## config.mk

```make
export PLATFORM = sky130hd
export DESIGN_NAME = mem_loader
export DESIGN_NICKNAME = d
export VERILOG_FILES = /design/src/rtl/mem_loader_pkg.sv /design/src/rtl/mem_loader_idle_timer.sv /design/src/rtl/mem_loader.sv
export SDC_FILE = /design/constraint.sdc
export NUM_CORES = 1
export LEC_CHECK = 0
export BUFFER_PORTS_ARGS = -buffer_cell sky130_fd_sc_hd__buf_2
export CELL_PAD_IN_SITES_DETAIL_PLACEMENT = 0
export CELL_PAD_IN_SITES_GLOBAL_PLACEMENT = 1
export CORE_MARGIN = 2
export CORE_UTILIZATION = 45
export DETAILED_ROUTE_END_ITERATION = 16
export GPL_ROUTABILITY_DRIVEN = 1
export GPL_TIMING_DRIVEN = 0
export HOLD_SLACK_MARGIN = 0.05
export PLACE_DENSITY = 0.89
export SKIP_CTS_REPAIR_TIMING = 1
export SYNTH_ARGS = -nofsm -noshare
export SYNTH_HDL_FRONTEND = slang
export SYNTH_SLANG_ARGS = --single-unit
```

## constraint.sdc

```tcl
create_clock -name clk -period 8.65 [get_ports clk]
set_clock_uncertainty 0.05 [all_clocks]
set_input_delay 1.73 -clock clk [delete_from_list [all_inputs] [get_ports clk]]
set_output_delay 1.73 -clock clk [all_outputs]
set_load 0.005 [all_outputs]
```

## src/rtl/mem_loader_pkg.sv

```systemverilog
// Shared constants for the mem_loader host protocol.
// Holds the command/response byte values and the loader state encoding so that
// host-side tools and any future command decoders agree on identical values.
package mem_loader_pkg;

  localparam logic [7:0] CMD_WRITE = 8'h57;
  localparam logic [7:0] CMD_READ  = 8'h52;
  localparam logic [7:0] RSP_ACK   = 8'h2E;
  localparam logic [7:0] RSP_NAK   = 8'h3F;

  typedef enum logic [2:0] {
    StIdle,
    StAddrHi,
    StAddrLo,
    StLen,
    StWdata,
    StRdata,
    StRsend,
    StResp
  } state_t;

  // LEN byte of 0 encodes a full 256-byte burst.
  function automatic logic [8:0] len_to_count(input logic [7:0] len);
    return (len == 8'd0) ? 9'd256 : {1'b0, len};
  endfunction

endpackage

```

## src/rtl/mem_loader_idle_timer.sv

```systemverilog
// Inter-byte idle timer for mem_loader.
// Ports:
//   clk, reset : clock and asynchronous active-high reset
//   clear      : restart the count (takes priority over tick)
//   tick       : one idle cycle has elapsed
//   expired    : high in the cycle whose tick completes Timeout idle cycles
// Timeout = 0 disables the timer entirely.
module mem_loader_idle_timer #(
  parameter int unsigned Timeout = 1000000
) (
  input  logic clk,
  input  logic reset,
  input  logic clear,
  input  logic tick,
  output logic expired
);

  localparam int unsigned CntW = (Timeout > 1) ? $clog2(Timeout) : 1;
  localparam logic [CntW-1:0] Last = CntW'((Timeout == 0) ? 0 : Timeout - 1);
  localparam logic Enabled = (Timeout != 0);

  logic [CntW-1:0] count;

  always_ff @(posedge clk or posedge reset) begin
    if (reset) begin
      count <= '0;
    end else if (clear) begin
      count <= '0;
    end else if (tick && Enabled) begin
      count <= (count == Last) ? '0 : count + 1'b1;
    end
  end

  assign expired = Enabled && tick && !clear && (count == Last);

endmodule

```

## src/rtl/mem_loader.sv

```systemverilog
// Host-facing memory loader.
// Decodes framed commands from a UART byte stream (CMD, ADDR_HI, ADDR_LO, LEN,
// then data for writes) and drives a byte-wide memory port. Read data and
// ACK/NAK bytes go back to the UART transmitter over a valid/ready handshake.
// Ports:
//   clk, reset         : clock and asynchronous active-high reset
//   rx_valid, rx_byte  : one-cycle received-byte strobe and data
//   tx_valid, tx_byte  : outgoing byte, held until tx_ready
//   tx_ready           : transmitter accepts tx_byte
//   mem_read/mem_write : registered one-cycle memory strobes
//   mem_addr           : memory address
//   mem_write_byte     : memory write data
//   mem_read_byte      : combinational memory read data
//   busy               : loader is not idle
module mem_loader
  import mem_loader_pkg::*;
#(
  parameter int unsigned TIMEOUT = 1000000
) (
  input  logic        clk,
  input  logic        reset,
  input  logic        rx_valid,
  input  logic [7:0]  rx_byte,
  output logic        tx_valid,
  output logic [7:0]  tx_byte,
  input  logic        tx_ready,
  output logic        mem_read,
  output logic        mem_write,
  output logic [15:0] mem_addr,
  output logic [7:0]  mem_write_byte,
  input  logic [7:0]  mem_read_byte,
  output logic        busy
);

  state_t      state;
  logic        is_read;
  logic [15:0] addr;
  logic [8:0]  remaining;
  logic        timed;
  logic        timed_out;

  // Only states that are waiting on the host can time out.
  assign timed = (state == StAddrHi) || (state == StAddrLo) ||
                 (state == StLen)    || (state == StWdata);

  // Every entry into a timed state happens on rx_valid or from idle, so
  // clearing on rx_valid and outside timed states restarts it on entry.
  mem_loader_idle_timer #(
    .Timeout (TIMEOUT)
  ) u_idle_timer (
    .clk     (clk),
    .reset   (reset),
    .clear   (rx_valid || !timed),
    .tick    (timed && !rx_valid),
    .expired (timed_out)
  );

  assign busy = (state != StIdle);

  always_ff @(posedge clk or posedge reset) begin
    if (reset) begin
      state          <= StIdle;
      is_read        <= 1'b0;
      addr           <= 16'd0;
      remaining      <= 9'd0;
      mem_read       <= 1'b0;
      mem_write      <= 1'b0;
      mem_addr       <= 16'd0;
      mem_write_byte <= 8'd0;
      tx_valid       <= 1'b0;
      tx_byte        <= 8'd0;
    end else begin
      // Memory strobes are single-cycle pulses by default.
      mem_read  <= 1'b0;
      mem_write <= 1'b0;
      if (timed_out) begin
        state <= StIdle;
      end else begin
        case (state)
          StIdle: begin
            if (rx_valid) begin
              if (rx_byte == CMD_WRITE || rx_byte == CMD_READ) begin
                is_read <= (rx_byte == CMD_READ);
                state   <= StAddrHi;
              end else begin
                tx_byte  <= RSP_NAK;
                tx_valid <= 1'b1;
                state    <= StResp;
              end
            end
          end
          StAddrHi: begin
            if (rx_valid) begin
              addr[15:8] <= rx_byte;
              state      <= StAddrLo;
            end
          end
          StAddrLo: begin
            if (rx_valid) begin
              addr[7:0] <= rx_byte;
              state     <= StLen;
            end
          end
          StLen: begin
            if (rx_valid) begin
              remaining <= len_to_count(rx_byte);
              if (is_read) begin
                mem_read <= 1'b1;
                mem_addr <= addr;
                state    <= StRdata;
              end else begin
                state <= StWdata;
              end
            end
          end
          StWdata: begin
            if (rx_valid) begin
              mem_write      <= 1'b1;
              mem_addr       <= addr;
              mem_write_byte <= rx_byte;
              addr           <= addr + 16'd1;
              remaining      <= remaining - 9'd1;
              if (remaining == 9'd1) begin
                tx_byte  <= RSP_ACK;
                tx_valid <= 1'b1;
                state    <= StResp;
              end
            end
          end
          StRdata: begin
            // mem_read is high in this cycle, so read data is valid now.
            tx_byte  <= mem_read_byte;
            tx_valid <= 1'b1;
            state    <= StRsend;
          end
          StRsend: begin
            if (tx_ready) begin
              tx_valid  <= 1'b0;
              addr      <= addr + 16'd1;
              remaining <= remaining - 9'd1;
              if (remaining == 9'd1) begin
                state <= StIdle;
              end else begin
                mem_read <= 1'b1;
                mem_addr <= addr + 16'd1;
                state    <= StRdata;
              end
            end
          end
          StResp: begin
            if (tx_ready) begin
              tx_valid <= 1'b0;
              state    <= StIdle;
            end
          end
          default: state <= StIdle;
        endcase
      end
    end
  end

endmodule

```

# After elaboration in Yosys (flattened, before gate mapping)

Cells that the tools add are included.

Register bits: 84
Bits of input ports: 20

Add/sub/neg operators: 3
Equality and inequality tests: 30
Multiplexer cells: 52
Bitwise operators: 1
Reduce and logical (&&, ||, !) cells: 30

Operator list:

| operator                                            | number |
|---|---|
| two-way mux 16 bit                                  | 7 |
| case mux 8 bit (3 select lines)                     | 3 |
| two-way mux 20 bit                                  | 3 |
| case mux 16 bit (3 select lines)                    | 1 |
| two-way mux 8 bit                                   | 5 |
| two-way mux 9 bit                                   | 4 |
| two-way mux 3 bit                                   | 11 |
| case mux 9 bit (3 select lines)                     | 1 |
| case mux 3 bit (8 select lines)                     | 1 |
| inequality test 3 bit, second input constant        | 7 |
| adder 20 x 1 -> 20 bit, second input constant       | 1 |
| equality test 20 bit, second input constant         | 1 |
| inequality test 2 bit, second input constant        | 9 |
| adder 16 x 1 -> 16 bit, second input constant       | 1 |
| equality test 8 x 7 -> 1 bit, second input constant | 2 |
| AND reduction 5 bit                                 | 3 |
| nonzero test 3 bit                                  | 5 |
| two-way mux 1 bit                                   | 14 |
| AND reduction 7 bit                                 | 2 |
| equality test 3 bit, second input constant          | 4 |
| equality test 9 x 1 -> 1 bit, second input constant | 1 |
| subtractor 9 x 1 -> 9 bit, second input constant    | 1 |
| logical NOT 8 bit                                   | 1 |
| AND reduction 8 bit                                 | 1 |
| 17 further kinds                                    | 27 |

# Logic depth before layout (Yosys ltp)

Depth in word-level cells: 11
Mapped depth: 8
Mapped depth without buffers: 7

# Modules after synthesis

From an unflattened synthesis, not the netlist that was laid out.

Cells, all modules: 531
Area, all modules: 4723.3 µm²

Modules (own cells, without submodules):

| module                | times used | cells each | area an instance (µm²) |
|---|---|---|---|
| mem_loader            | 1          | 391        | 3544.6 |
| mem_loader_idle_timer | 1          | 140        | 1178.6 |

# Worst setup path before layout

OpenSTA, ideal clock, no wires.

Path kind: input to register
Start point: input rx_valid
End point: register addr[4]
Arrival: 2.989 ns
Path slack: 5.492 ns
Stages on the path: 6
Buffers on the path: 2
Cells stage by stage: buf_2 > nand2b_1 > clkbuf_1 > a311oi_1 > o21ai_0 > o21a_1

Cells in the longest elaborated chain, start to end: 6

RTL lines:

| item                                                          | RTL line                                      | text |
|---|---|---|
| start, declared                                               | mem_loader.sv:22                              | `input logic rx_valid,` |
| logical NOT 1 bit / logical OR 1 bit (equally long branches)  | mem_loader.sv:54, mem_loader.sv:53            |  |
| logical AND 1 bit / logical NOT 1 bit (equally long branches) | mem_loader.sv:54, mem_loader_idle_timer.sv:34 |  |
| logical AND 1 bit (2 in series)                               | mem_loader_idle_timer.sv:34                   | `assign expired = Enabled && tick && !clear && (count == Last);` |
| inverter 1 bit (no source line)                               | --                                            |  |
| AND reduction 5 bit (no source line) (*)                      | --                                            |  |
| end signal, assigned                                          | mem_loader.sv:100                             | `addr[7:0] <= rx_byte;` |
| end signal, assigned                                          | mem_loader.sv:121                             | `addr <= addr + 16'd1;` |
| end signal, assigned                                          | mem_loader.sv:139                             | `addr <= addr + 16'd1;` |
| end, declared                                                 | mem_loader.sv:37                              | `logic [15:0] addr;` |

Every way passes the cells marked *; elsewhere a longest branch is shown, timed or not.
A chain may end at the register's enable or synchronous reset.

# Worst setup path after layout

Start point: register state[0]
End point: output busy

Cells in the longest elaborated chain, start to end: 1

RTL lines:

| item                   | RTL line         | text |
|---|---|---|
| start, declared        | mem_loader.sv:35 | `state_t state;` |
| start signal, assigned | mem_loader.sv:62 | `state <= StIdle;` |
| start signal, assigned | mem_loader.sv:77 | `state <= StIdle;` |
| start signal, assigned | mem_loader.sv:84 | `state <= StAddrHi;` |
| nonzero test 3 bit     | mem_loader.sv:58 | `assign busy = (state != StIdle);` |
| end, declared          | mem_loader.sv:32 | `output logic busy` |

Every way passes these cells.

==> impl_metrics.json <==
{
  "worstHoldStart": "mem_addr[1]",
  "cp_cell_sequence": "clkbuf_1 > or3_1 > buf_2",
  "htree_levels": 3,
  "drtPass1Iterations": 4,
  "yosysSeqAreaShare": 0.467,
  "final_layout_size_suffix_gt1_frac": 0.178,
  "fp.coreArea_mm2": 0.00973,
  "ys_types": 59,
  "clkTransAtPathRegs_ns": 0.08,
  "cts_tree": "done",
  "r2r_start": "remaining[1]",
  "num_vias": 3869,
  "tightest_slew_ns": 0.891,
  "gr-usage-all-layers": 0.206,
  "gp_congestion": 0.841,
  "min_period_over_period": 0.387,
  "slowest_delay_ns": 0.49,
  "cp_slowest_cell": "or3_1",
  "antenna_left": 0,
  "worstSetupPathType": "flip-flop to primary output",
  "drv_slew": 0,
  "syn2layout_area_growth_pct": 15.9,
  "hold_class": "flip-flop to flip-flop",
  "num_io_pins": 56,
  "worstPathMaxFanout": 10,
  "grt_antenna_before_repair": 0,
  "status": "finished clean",
  "p_per_area_mw_per_mm2": 340,
  "crit_arrival_ns": 1.57,
  "avgSynthCellArea_um2": 9.18,
  "grt_max_degree": 64,
  "cts_buffer_depth": 2,
  "setup_viol": 0,
  "routed_wl_um": 10700,
  "synth-seq-cells": 84,
  "grt_first_pass_wirelength_um": 18200,
  "cp-start-kind": "flip-flop",
  "crit_family": "simple AND/OR/NAND/NOR gates",
  "viasPerCell": 5.57,
  "maxCapViolCount": 0,
  "numCtsBuffers": 9,
  "yosysWarnings": 0,
  "synth-async-reset-ratio": 1.00,
  "netlist_instances": 490,
  "clock_sinks": 84,
  "synthFlopType": "dfrtp_1",
  "rows": 36,
  "synth_edf_count": 0,
  "p_leak_nw": 2.13,
  "die_w_um": 104,
  "die_y_um": 104,
  "relSlewSlack": 0.402,
  "wire_per_inst_um": 15.4,
  "cp_num_buf_inv": 2,
  "cts_root_buf": "clkbuf_8",
  "grt-ovfl-total": 0,
  "nNetsFinal": 580,
  "dp_hpwl_um": 7800,
  "fin_crit_ns": 3.35,
  "crit_required_ns": 6.87,
  "end_kind": "primary output",
  "syn_area_mm2": 0.00450,
  "rsz0062_at_grt": "no",
  "finalSetupTns_ns": 0,
  "antenna_cells": 0,
  "max_freq_ghz": 0.298,
  "drt_iter0_markers": 187,
  "hold_violations": 0,
  "die_area_mm2": 0.0108,
  "synth_fp_nets": 514,
  "vdd_drop_max_mv": 0.147,
  "drc": 0,
  "grt_pass1_vias": 3678,
  "crit_start": "state[0]",
  "start_util": 0.462,
  "clock_latency_ns": 0.36,
  "total_power_mw": 1.78,
  "portBuffers": 54
}
[metrics by stage]
| step | std cells | utilization | hold slack [ns] | setup WS [ns] | area [µm²] |
|---|---|---|---|---|---|
| after floorplan | 490 | - | 0.415 | 4.70 | 4500 |
| after global placement | 677 | 0.507 | 0.409 | 3.68 | 4940 |
| after detailed placement | 678 | 0.510 | 0.421 | 5.13 | 4970 |
| after CTS | 694 | 0.536 | 0.439 | 5.28 | 5220 |
| after global routing | 694 | 0.536 | 0.448 | 5.21 | 5220 |
| final | 694 | 0.536 | 0.429 | 5.30 | 5220 |
[worst register-to-register path, delay by kind of cell, from the launching register on]
family,cells,cell delay (ns)
multiplexers,1,0.39
AND/OR/NAND/NOR,2,0.60
AO/OA/AOI/OAI,2,0.65
flip-flops,1,0.38
buffers and inverters,1,0.12
adder cells (fa/ha/maj),1,0.17
[sequential cells by signal, summed over array words and instances, names as in the netlist]
name / flops
tx_byte: 8
u_idle_timer.count: 20
is_read: 1
state: 3
mem_read: 1
addr: 16
mem_write_byte: 8
mem_write: 1
mem_addr: 16
remaining: 9
tx_valid: 1
[layout make-up]
type,instances,area (µm²)
buffer,27,104
clock buffer,12,155
clock inverter,4,95.1
fill,928,4510
inverter,11,43.8
multi-input combinational,368,2250
sequential,84,2100
tap,133,166
timing repair buffer,55,298
[worst paths after layout]
| kind | end | slack (ns) | cells past startpoint |
|---|---|---|---|
| worst max-delay path | busy | 5.30 | 3 |
| worst min-delay path | mem_addr[1] | 0.43 | 2 |
| worst max register to register | tx_byte[4] | 6.17 | 7 |
| worst min register to register | mem_addr[1] | 0.43 | 2 |
| max in group asynchronous | remaining[3] | 6.69 | 3 |
| min in group asynchronous | mem_addr[3] | 1.27 | 2 |
[report_power, final]
part           internal [mW]  switching [mW]
combinational          0.318           0.455
clock                  0.207           0.142
sequential             0.539           0.115
[layout by cell type (no fill, tap or decap), drive strengths merged, types with 4 or more instances in the layout]
cell type   n
xnor2      21
a31oi       9
ha          4
and3        7
mux2       10
clkbuf     34
nor3       18
nand2      54
o21a        7
o22a       13
o21ai      35
or3         8
nand3      18
nor4        8
a21oi      34
xor2        9
nand2b      4
nand4       6
nor2       55
dfrtp      84
buf        60
inv        11
[logic make-up (layout without fill, tap and decap cells)]
logic type / after synthesis / in the layout / share of synthesized area
compound gates: 126 / 126 / 0.184
xor+xnor: 30 / 30 / 0.0584
fa+ha+maj: 4 / 4 / 0.0111
buf+inv: 38 / 109 / 0.0323
flops: 84 / 84 / 0.467
mux: 12 / 12 / 0.0295
simple gates: 196 / 196 / 0.217
[cells in the mapped netlist (2+ instances only)]
cell type	instances	share of area
nand2b_1	4	0.0056
or4_1	2	0.0033
a21oi_1	34	0.038
nand3b_1	3	0.0050
o22ai_1	3	0.0042
dfrtp_1	84	0.47
a31oi_1	9	0.013
a31o_2	3	0.0058
o211ai_1	3	0.0050
or2_2	2	0.0028
mux2_2	10	0.025
buf_2	2	0.0022
xnor2_1	21	0.041
o2bb2ai_1	3	0.0058
and2_1	2	0.0028
and4_1	2	0.0039
clkbuf_1	22	0.018
xor2_1	9	0.018
nor2_1	54	0.045
inv_1	11	0.0092
nand2_1	54	0.045
nor4_1	7	0.0097
a311o_1	2	0.0044
a22o_1	2	0.0039
ha_1	4	0.011
mux2i_1	2	0.0044
nand4_1	6	0.0083
nand3_1	17	0.019
or3_1	8	0.011
and3_1	7	0.0097
nor3_1	17	0.019
o21a_1	7	0.012
buf_1	3	0.0025
o21ai_0	34	0.038
o22a_1	13	0.025
[metal layers]
layer	routed length, µm	GRT usage
met1	5000	0.287
met2	4960	0.326
met3	605	0.0445
met4	107	0.0569
met5	0	0
(Power assumes the default switching activity.)
